**config.mk**
```make
export PLATFORM = sky130hd
export DESIGN_NAME = mult_div_unit
export DESIGN_NICKNAME = d
export VERILOG_FILES = /design/src/rtl/mult_div_unit.sv
export SDC_FILE = /design/constraint.sdc
export NUM_CORES = 1
export LEC_CHECK = 0
export BUFFER_PORTS_ARGS = -buffer_cell sky130_fd_sc_hd__buf_2
export CELL_PAD_IN_SITES_DETAIL_PLACEMENT = 0
export CELL_PAD_IN_SITES_GLOBAL_PLACEMENT = 1
export CORE_ASPECT_RATIO = 1.2
export CORE_MARGIN = 4
export CORE_UTILIZATION = 49
export DETAILED_ROUTE_END_ITERATION = 8
export PLACE_DENSITY_LB_ADDON = 0.1
export SLEW_MARGIN = 0
export SYNTH_ARGS = -nofsm -noshare
export SYNTH_HDL_FRONTEND = slang
export SYNTH_SLANG_ARGS = --single-unit
```
**constraint.sdc**
```tcl
create_clock -name clk -period 5.2 [get_ports clk]
set_clock_uncertainty 0.15 [all_clocks]
set_input_delay 0.26 -clock clk [delete_from_list [all_inputs] [get_ports clk]]
set_output_delay 0.26 -clock clk [all_outputs]
set_load 0.02 [all_outputs]
```
**src/rtl/mult_div_unit.sv**
```systemverilog
// Iterative MIPS HI/LO multiply/divide unit: shift-add multiply and restoring
// divide, one bit per cycle, with sign fix-up and MTHI/MTLO writes.
module mult_div_unit #(
   parameter int unsigned WIDTH = 32
) (
   input  logic             clk,
   input  logic             rst_n,
   input  logic             start,
   input  logic [1:0]       op,
   input  logic [WIDTH-1:0] a,
   input  logic [WIDTH-1:0] b,
   input  logic             mthi,
   input  logic             mtlo,
   input  logic [WIDTH-1:0] wdata,
   output logic             busy,
   output logic             done,
   output logic [WIDTH-1:0] hi,
   output logic [WIDTH-1:0] lo
);

   localparam int unsigned W2 = 2 * WIDTH;
   localparam int unsigned CW = $clog2(WIDTH + 1);

   typedef enum logic [1:0] {
      S_IDLE = 2'd0,
      S_RUN  = 2'd1,
      S_FIX  = 2'd2
   } state_t;

   state_t            r_state;
   state_t            w_next;
   logic [CW-1:0]     r_cnt;
   logic [W2-1:0]     r_acc;
   logic [WIDTH-1:0]  r_a;
   logic [WIDTH-1:0]  r_b;
   logic              r_is_div;
   logic              r_neg_res;
   logic              r_neg_a;
   logic              r_dz;
   logic              r_busy;
   logic              r_done;
   logic [WIDTH-1:0]  r_hi;
   logic [WIDTH-1:0]  r_lo;

   logic              w_signed;
   logic              w_a_neg;
   logic              w_b_neg;
   logic [WIDTH-1:0]  w_a_abs;
   logic [WIDTH-1:0]  w_b_abs;
   logic [WIDTH:0]    w_mul_sum;
   logic [W2-1:0]     w_mul_next;
   logic [WIDTH:0]    w_div_cand;
   logic [WIDTH:0]    w_div_diff;
   logic              w_div_ok;
   logic [W2-1:0]     w_div_next;
   logic [W2-1:0]     w_prod;
   logic [WIDTH-1:0]  w_quo;
   logic [WIDTH-1:0]  w_rem;
   logic [WIDTH-1:0]  w_a_orig;

   assign busy = r_busy;
   assign done = r_done;
   assign hi   = r_hi;
   assign lo   = r_lo;

   // Operand conditioning: op[0]=0 selects the signed variants
   assign w_signed = ~op[0];
   assign w_a_neg  = w_signed & a[WIDTH-1];
   assign w_b_neg  = w_signed & b[WIDTH-1];
   assign w_a_abs  = w_a_neg ? WIDTH'(-a) : a;
   assign w_b_abs  = w_b_neg ? WIDTH'(-b) : b;

   // Multiply step: accumulator upper half adds r_a when the multiplier LSB is set
   assign w_mul_sum  = {1'b0, r_acc[W2-1:WIDTH]} + (r_acc[0] ? {1'b0, r_a} : '0);
   assign w_mul_next = {w_mul_sum, r_acc[WIDTH-1:1]};

   // Divide step: remainder in upper half, dividend/quotient bits in lower half
   assign w_div_cand = r_acc[W2-1:WIDTH-1];
   assign w_div_diff = w_div_cand - {1'b0, r_b};
   assign w_div_ok   = ~w_div_diff[WIDTH];
   assign w_div_next = {(w_div_ok ? w_div_diff[WIDTH-1:0] : w_div_cand[WIDTH-1:0]),
                        r_acc[WIDTH-2:0], w_div_ok};

   assign w_prod   = r_neg_res ? W2'(-r_acc) : r_acc;
   assign w_quo    = r_neg_res ? WIDTH'(-r_acc[WIDTH-1:0]) : r_acc[WIDTH-1:0];
   assign w_rem    = r_neg_a ? WIDTH'(-r_acc[W2-1:WIDTH]) : r_acc[W2-1:WIDTH];
   assign w_a_orig = r_neg_a ? WIDTH'(-r_a) : r_a;

   always_ff @(posedge clk or negedge rst_n) begin
      if (!rst_n) r_state <= S_IDLE;
      else        r_state <= w_next;
   end

   always_comb begin
      w_next = r_state;
      case (r_state)
         S_IDLE:  if (start) w_next = S_RUN;
         S_RUN:   if (r_cnt == CW'(1)) w_next = S_FIX;
         S_FIX:   w_next = S_IDLE;
         default: w_next = S_IDLE;
      endcase
   end

   // Datapath and registered outputs
   always_ff @(posedge clk or negedge rst_n) begin
      if (!rst_n) begin
         r_cnt     <= '0;
         r_acc     <= '0;
         r_a       <= '0;
         r_b       <= '0;
         r_is_div  <= 1'b0;
         r_neg_res <= 1'b0;
         r_neg_a   <= 1'b0;
         r_dz      <= 1'b0;
         r_busy    <= 1'b0;
         r_done    <= 1'b0;
         r_hi      <= '0;
         r_lo      <= '0;
      end else begin
         r_done <= 1'b0;
         case (r_state)
            S_IDLE: begin
               if (mthi) r_hi <= wdata;
               if (mtlo) r_lo <= wdata;
               if (start) begin
                  r_a       <= w_a_abs;
                  r_b       <= w_b_abs;
                  r_is_div  <= op[1];
                  r_neg_res <= w_a_neg ^ w_b_neg;
                  r_neg_a   <= w_a_neg;
                  r_dz      <= op[1] & (b == '0);
                  r_acc     <= {{WIDTH{1'b0}}, (op[1] ? w_a_abs : w_b_abs)};
                  r_cnt     <= CW'(WIDTH);
                  r_busy    <= 1'b1;
               end
            end
            S_RUN: begin
               r_acc <= r_is_div ? w_div_next : w_mul_next;
               r_cnt <= r_cnt - CW'(1);
            end
            S_FIX: begin
               if (!r_is_div) begin
                  r_hi <= w_prod[W2-1:WIDTH];
                  r_lo <= w_prod[WIDTH-1:0];
               end else if (r_dz) begin
                  r_hi <= w_a_orig;
                  r_lo <= '1;
               end else begin
                  r_hi <= w_rem;
                  r_lo <= w_quo;
               end
               r_done <= 1'b1;
               r_busy <= 1'b0;
            end
            default: ;
         endcase
      end
   end

endmodule

```
==> impl_results.md, run 1 <==
- Reg power frac: between 20% and 30%
- CTS tree: done
- YS warnings: 0
- Clock buffer depth: 3
- Final net count: about 2500
- Reg2Reg Setup Slack: between 0.9 and 1 ns
- Period utilisation layout: 81.8%
- TritonCTS buffer count: 25
- Antenna Cells: 0
- Clock root cell: clkbuf_16
- WS Path Type: reg -> reg
- Row Count: 75
- Placer Congestion: 1.04
- Number of synthesized flops with an enable pin: 0
- Worst slew pin tran: around 1.2 ns
- Total Power: between 0.015 and 0.02 W
- Pint: between 0.007 and 0.008 W
- # hold bufs at CTS: 86
- Hold_ws: approximately 0.013 ns
- Leak: between 8 and 9 nW
- First-pass GRT wire length: between 100000 and 150000 um
- Dpl hpwl: 51900 um
- Synth top area share: between 20% and 30%
- Number of global-route vias before repair: roughly 17000
- Asr flop ratio synth: 100%
- Die Span X: between 150 and 200 um
- Setup crit start kind: register
- Pre-antenna DRT Iters: 6
- Final period demand of the worst path: roughly 4.3 ns
- IO Pins: 169
- Synth cell count leaders: nand2_1 (273), o21ai_0 (261), dfrtp_1 (206), a21oi_1 (154), xnor2_1 (140)
- Setup TNS: 0 ns
- Core Region: ~35000 um^2
- Seq/Total Area, Yosys: between 20 and 30%
- Count leader, synth: nand2_1
- DRC Markers: 0
- Die Y-Extent: between 200 and 250 um
- Post-Synthesis Cells: between 2000 and 2500
- Worst skew pair latency: about 0.56 ns
- Resized Gates After CTS: 0
- RSZ-0062 raised after global routing: false
- Maxcap violations: 0
- # setup viols final: 0
- Avg Vias per Cell: 6.20
- Vias post-DR: 17500
- Final slew viol count: 0
- Routed WL: roughly 70000 um
- PwrDens: around 750 nW/um^2
- Per-cell routed wire length: ~24 um
- Data required time of the worst path: 5.45 ns
- Pre-CTS setup slack: slightly below 1 ns
- DRT antenna net count: 0
- Status: finished clean
- Largest net degree at the start of global routing: between 90 and 100
- Max Fclk: between 0.2 and 0.25 GHz
- Post-CTS Setup Bufs: 0
- Initial antenna violation count: 0
- Final hold viol count: 0
- Commonest register cell after synthesis: dfrtp_1
- Sw Ratio: 51.5%
- Port Buffers: 168
- Gate power share: 62.0%
- Share of layout cells above drive strength 1: between 10% and 20%
- Clock share of power: approximately 12%
- Netlist cell types: a little over 80
- CP max FO: 25
- Area contributors post-synth: dfrtp_1 (30%), o21ai_0 (7.6%), xnor2_1 (7.1%), nand2_1 (5.9%), ha_1 (5.1%)
- Die footprint: around 38000 um^2
- Cell Area, Synth: between 15000 and 20000 um^2
- Post-synth top area cell: dfrtp_1
- VDD IR max: approximately 0.83 mV
- DRT iter0 DRCs: about 1400
- Switching pwr: 0.00779 W
- Congestion Overflow GR: 0
- Clock sinks: around 210
- Worst Setup End Kind: register
- Starting Density: approximately half
- HP Class: in -> reg
- Seq cells post-synth: just over 200
- H-tree depth: 1
- Crit path DAT: 4.50 ns
- Syn avg cell area: 7.93 um^2
- Area Growth Syn to Fin: 16.4%
- Rel. slew slack: between 20% and 30%
- Setup ws final: between 0.9 and 1 ns
- Syn nets: 2353
- GRT Total Usage: 35.0%
- Worst-path clk slew: roughly 0.060 ns
[metal layers]
metal	track usage, %	up-vias	wire [um]
met5	0	-	0
met4	21.4	0	5040
met3	4.13	199	4300
met2	59.0	743	32500
met1	42.7	8357	27000
li1	-	8184	-
[worst paths after layout]
path | start | cells after the start | endpoint
setup / recovery | r_acc[0] | 12 | r_acc[59]
hold / removal | a[31] | 3 | r_a[31]
setup reg to reg | r_acc[0] | 12 | r_acc[59]
hold reg to reg | hi[31] | 2 | hi[31]
max in group asynchronous | rst_n | 3 | r_acc[7]
min in group asynchronous | rst_n | 2 | hi[12]
[power groups by stage]
stage | Clock, W | Sequential, W | Combinational [W]
after CTS | 0.00187 | 0.00383 | 0.00930
after global placement | 0 | 0.00385 | 0.00914
after global routing | 0.00194 | 0.00395 | 0.0103
after detailed placement | 0 | 0.00387 | 0.00921
after floorplan | 0 | 0.00326 | 0.00681
final | 0.00185 | 0.00390 | 0.00938
[final cells by class]
class                      instances  area, um^2
clock buffer                      32         692
inverter                          66         248
timing repair buffer             284        1950
sequential                       206        5160
clock inverter                    12         163
tap                              462         578
fill                            3392       14800
multi-input combinational       1757       11300
[registers in the layout, indices dropped and copies added, names as in the netlist]
name and flops:
r_a 32, lo 32, done 1, r_neg_res 1, hi 32, r_state 2
r_b 32, r_cnt 6, r_acc 64, r_is_div 1, r_dz 1, busy 1
r_neg_a 1
[per-stage QoR]
step	utilization, %	area (um^2)	cells
after global placement	52.6	18400	2689
after global routing	57.5	20100	2819
after floorplan	-	17300	2177
after CTS	57.5	20100	2819
after detailed placement	52.6	18400	2689
final	57.5	20100	2819
[layout by cell type, fill, tap and decap left out, types with 65 or more instances in the layout]
cell           instances
xnor2_1              140
buf_2                167
mux2i_1               79
nor2_1               112
o21ai_0              261
dlygate4sd3_1         86
ha_1                  71
xor2_1                77
nand2_1              272
a21oi_1              154
dfrtp_1              202
inv_1                 65
[critical path: stages, from the launching register on]
cell and delay [ns]:
dfrtp_1 0.94, and2_1 0.24, ha_1 0.29, a21oi_1 0.19, o21ai_0 0.15, a41o_1 0.30
o211ai_1 0.30, a21oi_1 0.14, a2111oi_0 0.77, o21bai_1 0.19, xor2_1 0.17, a22oi_1 0.14
o21ai_0 0.10
[kinds of logic after synthesis]
| kind of cell | Yosys count | synth area share (%) |
|---|---|---|
| compound gates | 724 | 25.5 |
| xor+xnor | 218 | 11.1 |
| fa+ha+maj | 73 | 5.38 |
| buf+inv | 214 | 4.92 |
| flops | 206 | 29.9 |
| mux | 82 | 4.84 |
| simple gates | 660 | 18.4 |
(Power assumes the default switching activity.)
==> run 2: changes to the inputs <==
--- a/config.mk
+++ b/config.mk
@@ -10,7 +10,7 @@
 export CELL_PAD_IN_SITES_GLOBAL_PLACEMENT = 1
 export CORE_ASPECT_RATIO = 1.2
 export CORE_MARGIN = 4
-export CORE_UTILIZATION = 49
+export CORE_UTILIZATION = 41
 export DETAILED_ROUTE_END_ITERATION = 8
 export PLACE_DENSITY_LB_ADDON = 0.1
 export SLEW_MARGIN = 0
==> constraint.sdc (replaced) <==
create_clock -name clk -period 3.48 [get_ports clk]
set_clock_uncertainty 0.15 [all_clocks]
set_input_delay 0.174 -clock clk [delete_from_list [all_inputs] [get_ports clk]]
set_output_delay 0.174 -clock clk [all_outputs]
set_load 0.02 [all_outputs]
==> run 2 against run 1 <==
  * Combinational power rose by 89%
  * Clock power is 49% higher
  * Fmax grew 25%
  * Total power rose by 67%
  * Hold slack improved by 0.028 ns
  * Clock-buffer cell count is 4 higher
  * First-iteration DRC count fell by 13%
  * Die area up 19%
  * Worst setup slack lost 0.88 ns
  * Critical endpoint is now hi[29]
  * Largest power group unchanged
  * Highest routed layer is now met5
==> impl_results.md, run 2 (same netlist as run 1, synthesis figures left out) <==
- Avg Vias per Cell: 5.81 (-6.4%)
- Pre-antenna DRT Iters: 6 (unchanged)
- Final period demand of the worst path: 3.41 ns (-0.842 ns)
- Placed instance area: 20100 um^2 (+9.5%)
- Initial antenna violation count: 7 (+7)
- Setup TNS: 0 ns (unchanged)
- Largest net degree at the start of global routing: 91 (-3.2%)
- Reg with most FFs: r_acc
- Per-cell routed wire length: 23.9 um (-1.9%)
- H-tree depth: 1 (unchanged)
- WS Path Type: reg -> reg
- Number of global-route vias before repair: 18000 (+7.9%)
- Max FFs per register: 64 (unchanged)
- Clock sinks: 206 (unchanged)
- Routed WL: 75300 um (+9.5%)
- VDD IR max: 0.871 mV (+4.6%)
- Area Growth Syn to Fin: 29.6%
- Dpl hpwl: 59600 um (+15%)
- Rel. slew slack: 28.3% (+7.5 points)
- PwrDens: 1130 nW/um^2 (+50%)
- Setup crit start kind: register
- Max Fclk: 0.293 GHz (+25%)
- Worst slew pin tran: 1.07 ns (-0.112 ns)
- IO Pins: 169 (unchanged)
- RSZ-0062 raised after global routing: true
- Row Count: 82 (+9.3%)
- Clock root cell: clkbuf_16
- Die Y-Extent: 233 um (+9.0%)
- GRT Total Usage: 31.9% (-3.0 points)
- Worst skew pair latency: 0.56 ns (about the same)
- Worst Setup End Kind: register
- TritonCTS buffer count: 25 (unchanged)
- Inst Count DP: 2988 (+11%)
- Final hold viol count: 0 (unchanged)
- Commonest non-fill, non-tap cells in the layout: nand2_1 (267), buf_4 (251), o21ai_0 (242)
- Final slew viol count: 0 (unchanged)
- Placer Congestion: 1.00 (-3.5%)
- DRT antenna net count: 0 (unchanged)
- CP max FO: 5 (-80%)
- Leak: 9.79 nW (+15%)
- Data required time of the worst path: 3.76 ns (-1.69 ns)
- HP Class: in -> reg
- DRC Markers: 0 (unchanged)
- Leading cell type in the layout, fill and taps excluded: nand2_1
- Period utilisation layout: 98.0% (+16 points)
- Clock buffer depth: 3 (unchanged)
- # setup viols final: 0 (unchanged)
- Starting Density: 41.4% (-8.0 points)
- Worst-path clk slew: 0.06 ns (about the same)
- Port Buffers: 168 (unchanged)
- Core Region: 41700 um^2 (+19%)
- DRT iter0 DRCs: 1244 (-13%)
- Share of layout cells above drive strength 1: 21.7% (+10 points)
- Final net count: 2754 (+9.5%)
- Fin cells: 3147 (+12%)
- Die Span X: 195 um (+8.9%)
- CTS tree: done
- Crit path DAT: 3.69 ns (-0.81 ns)
- Status: finished clean
- Maxcap violations: 0 (unchanged)
- Vias post-DR: 18300 (+4.5%)
- Congestion Overflow GR: 0 (unchanged)
- Cell area after layout: 22400 um^2 (+11%)
- First-pass GRT wire length: 111000 um (+9.2%)
- Die footprint: 45400 um^2 (+19%)
- Total Power: 0.0253 W (+67%)
- Final core utilization: 53.7% (-3.8 points)
## run 2: metal layers
layer  global-route usage, %  vias to the layer above  routed length (um)
met3                    4.94                      187                4910
met5                       0                        -                  15
met2                    54.4                      703               36000
met4                    20.7                        2                5770
li1                        -                     8640                   -
met1                    37.4                     8740               28600
## run 2: timing repair
item                                    in CTS  in global routing
pin swaps                                    5                 35
hold buffers                                97                  0
endpoints found under the hold margin      215                  0
setup buffers                                9                  4
endpoints found under the setup margin      48                 55
resized for setup                           37                 59
## run 2: through the flow
step	setup slack, ns	hold slack (ns)
final	0.0705	0.0411
after global routing	-0.0277	0.0693
after CTS	0.000601	0.0300
after detailed placement	-0.398	0.172
after global placement	-0.316	0.168
after floorplan	0.0110	-0.272
## run 2: worst paths after layout
| check | start | to | slack [ns] | cells after the start |
|---|---|---|---|---|
| max | r_acc[33] | hi[29] | 0.07 | 12 |
| min | mthi | hi[0] | 0.04 | 5 |
| max reg2reg | r_acc[33] | hi[29] | 0.07 | 12 |
| min reg2reg | hi[6] | hi[6] | 0.33 | 2 |
| max in group asynchronous | rst_n | r_dz | 2.13 | 3 |
| min in group asynchronous | rst_n | done | 0.15 | 2 |
## run 2: layout make-up
cell class,count,area (um^2)
fillers,4088,19300
multi-input cells,1757,11600
flip-flops and latches,206,5160
repair buffers,522,3820
clock buffers,36,727
well taps,546,683
inverters,66,248
clock inverters,10,119
diodes,4,10.0
## run 2: power breakdown
group | switching (W) | internal (W) | total [W]
Combinational | 0.0101 | 0.00764 | 0.0177
Clock | 0.00114 | 0.00161 | 0.00275
Sequential | 0.00124 | 0.00358 | 0.00482
Total | 0.0125 | 0.0128 | 0.0253
## run 2: critical path, stage by stage (launching register included)
cell and delay (ns):
dfrtp_1 0.38, buf_4 0.15, buf_4 0.14, or3_4 0.38
or3_4 0.34, or4_1 0.40, or3b_4 0.43, or2_4 0.26
o21ai_2 0.12, xnor2_1 0.08, nor2_2 0.09, a211oi_2 0.06
a221o_1 0.28
==> run 3: changes to the inputs <==
--- a/config.mk
+++ b/config.mk
@@ -6,7 +6,7 @@
 export NUM_CORES = 1
 export LEC_CHECK = 0
 export BUFFER_PORTS_ARGS = -buffer_cell sky130_fd_sc_hd__buf_2
-export CELL_PAD_IN_SITES_DETAIL_PLACEMENT = 0
+export CELL_PAD_IN_SITES_DETAIL_PLACEMENT = 1
 export CELL_PAD_IN_SITES_GLOBAL_PLACEMENT = 1
 export CORE_ASPECT_RATIO = 1.2
 export CORE_MARGIN = 4
==> run 3 against run 2 <==
  * Critical path type unchanged
  * Clock-buffer cell count fell by 1
  * Non-clock buffer count fell by 5
  * Wire length rose by 8.9%
  * Fmax fell by 1.3%
  * Combinational power rose by 5%
  * Total power rose by 2.2%
  * Cell area rose by 0.48%
  * Register-to-register slack got worse by 0.04 ns
  * Sequential power rose by 2%
==> impl_results.md, run 3 (same netlist as run 1, synthesis figures left out) <==
- Commonest non-fill, non-tap cells in the layout: nand2_1 (265), buf_4 (242), o21ai_0 (236)
- CP dominant cell by count: a21oi_2
- Slowest CP cell: dfrtp_1
- Maxcap violations: 0 (unchanged)
- Buf+Inv Stages, Crit Path: 3 (+1)
- Final slew viol count: 0 (unchanged)
- Setup crit start kind: register
- First-pass GRT wire length: 121000 um (+9.4%)
- Final period demand of the worst path: 3.45 ns (+0.0434 ns)
- RSZ-0062 raised after global routing: true
- Inst Count DP: 2988 (unchanged)
- Per-cell routed wire length: 26.2 um (+9.3%)
- Crit path DAT: 3.77 ns (+0.08 ns)
- Congestion Overflow GR: 0 (unchanged)
- Area of the multi-input gates: 11800 um^2 (+1.9%)
- Status: finished clean
- Clock buffer depth: 3 (unchanged)
- PwrDens: 1150 nW/um^2 (+1.7%)
- Data required time of the worst path: 3.80 ns (+0.04 ns)
- Worst Setup End Kind: register
- HP Class: in -> reg
- Die Span X: 195 um (unchanged)
- Placer Congestion: 1.00 (unchanged)
- CP delay by family, top: compound AO/OA/AOI/OAI gates
- Dpl hpwl: 62900 um (+5.7%)
- CP max FO: 11 (+6)
- Worst skew pair latency: 0.55 ns (about the same)
- Vias post-DR: 18900 (+3.6%)
- Worst slew pin tran: 0.990 ns (-0.0830 ns)
- Core Region: 41700 um^2 (unchanged)
- Rel. slew slack: 33.8% (+5.5 points)
- Die Y-Extent: 233 um (unchanged)
- Number of global-route vias before repair: 19900 (+10%)
- TritonCTS buffer count: 24 (-4.0%)
- Reg with most FFs: r_acc
- Filler cells: 5039 (+23%)
- Starting Density: 41.4% (unchanged)
- H-tree depth: 1 (unchanged)
- Largest net degree at the start of global routing: 91 (unchanged)
- Fin cells: 3134 (-0.41%)
- Leak: 9.74 nW (-0.44%)
- Register area: 5170 um^2 (about the same)
- Die footprint: 45400 um^2 (unchanged)
- Share of layout cells above drive strength 1: 22.7% (+0.93 points)
- Clock root cell: clkbuf_16
- Area Growth Syn to Fin: 30.2%
- Max Fclk: 0.290 GHz (-1.3%)
- VDD IR max: 0.747 mV (-14%)
- Crit path cell chain: buf_4 > ha_1 > nor2b_4 > o31ai_4 > a21oi_1 > a211o_1 > a32o_2 > a21oi_2 > a21oi_2 > xnor2_4 > buf_12 > buf_6 > a311o_1 > a211oi_2
- Cell area after layout: 22500 um^2 (+0.48%)
- Port Buffers: 168 (unchanged)
- DRT iter0 DRCs: 1249 (+0.40%)
- Leading cell type in the layout, fill and taps excluded: nand2_1
- Final net count: 2748 (-0.22%)
- WS Path Type: reg -> reg
- Worst-path clk slew: 0.07 ns (about the same)
- GRT Total Usage: 34.5% (+2.6 points)
- CTS tree: done
- Clock sinks: 206 (unchanged)
- Routed WL: 82000 um (+8.9%)
- # setup viols final: 0 (unchanged)
- DRT antenna net count: 0 (unchanged)
- Pre-antenna DRT Iters: 7 (+1)
- Placed instance area: 20100 um^2 (unchanged)
- Setup ws final: 0.0271 ns (-0.0434 ns)
- Period utilisation layout: 99.2% (+1.2 points)
- Row Count: 82 (unchanged)
- IO Pins: 169 (unchanged)
- Avg Vias per Cell: 6.04 (+4.0%)
- Max FFs per register: 64 (unchanged)
- Critical path's largest stage delay: 0.40 ns (-0.03 ns)
- Initial antenna violation count: 5 (-2)
- Pre-CTS setup slack: -0.503 ns (-0.105 ns)
- DRC Markers: 0 (unchanged)
- Final hold viol count: 0 (unchanged)
[run 3: worst paths after layout]
| path | start | end | slack (ns) | cells after the start |
|---|---|---|---|---|
| max | r_acc[33] | r_acc[61] | 0.03 | 14 |
| min | a[7] | r_a[7] | 0.03 | 4 |
| max reg2reg | r_acc[33] | r_acc[61] | 0.03 | 14 |
| min reg2reg | hi[8] | hi[8] | 0.32 | 2 |
| max in group asynchronous | rst_n | r_dz | 2.13 | 3 |
| min in group asynchronous | rst_n | hi[8] | 0.15 | 2 |
[run 3: tightest hold or removal path, stage by stage]
cell and delay [ns]:
buf_2 0.13, xnor2_1 0.12, buf_4 0.16, o21ai_0 0.10
[run 3: per-layer routing]
layer / vias up / part of all wire [%] / GRT usage, % / routed length [um]
met5: - / 0.033 / 0 / 27
met4: 4 / 8.3 / 23.4 / 6800
met3: 251 / 5.4 / 4.34 / 4390
met2: 680 / 49 / 60.2 / 39900
met1: 9380 / 38 / 39.5 / 30800
li1: 8614 / - / - / -
[run 3: stage by stage]
stage | total power, W | utilization (%) | hold WS (ns) | setup TNS, ns
6_report | 0.0258 | 54.0 | 0.0333 | 0
5_1_grt | 0.0275 | 54.0 | 0.0431 | -0.528
4_1_cts | 0.0249 | 52.7 | 0.00163 | 0
3_5_place_dp | 0.0219 | 48.3 | 0.171 | -8.39
3_3_place_gp | 0.0215 | 48.3 | 0.168 | -5.03
2_1_floorplan | 0.0150 | - | -0.272 | 0
[run 3: layout make-up]
| class | count | area share (%) |
|---|---|---|
| Timing Repair Buffer | 517 | 17.0 |
| Clock buffer | 35 | 3.03 |
| Inverter | 66 | 1.10 |
| Antenna cell | 1 | 0.0111 |
| Sequential cell | 206 | 23.0 |
| Tap cell | 546 | 3.04 |
| Multi-Input combinational cell | 1757 | 52.6 |
| Clock inverter | 6 | 0.228 |
[run 3: where the power goes]
part           switching [W]  internal (W)
combinational         0.0106       0.00790
sequential           0.00133       0.00359
clock                0.00110       0.00136
[run 3: timing repair]
item / CTS / global route
pin swaps: 6 / 33
hold endpoints to repair: 211 / 0
buffers inserted: 2 / 7
setup endpoints to repair: 52 / 57
resized for setup: 41 / 99
hold buffers: 94 / 0
gates cloned: 0 / 1
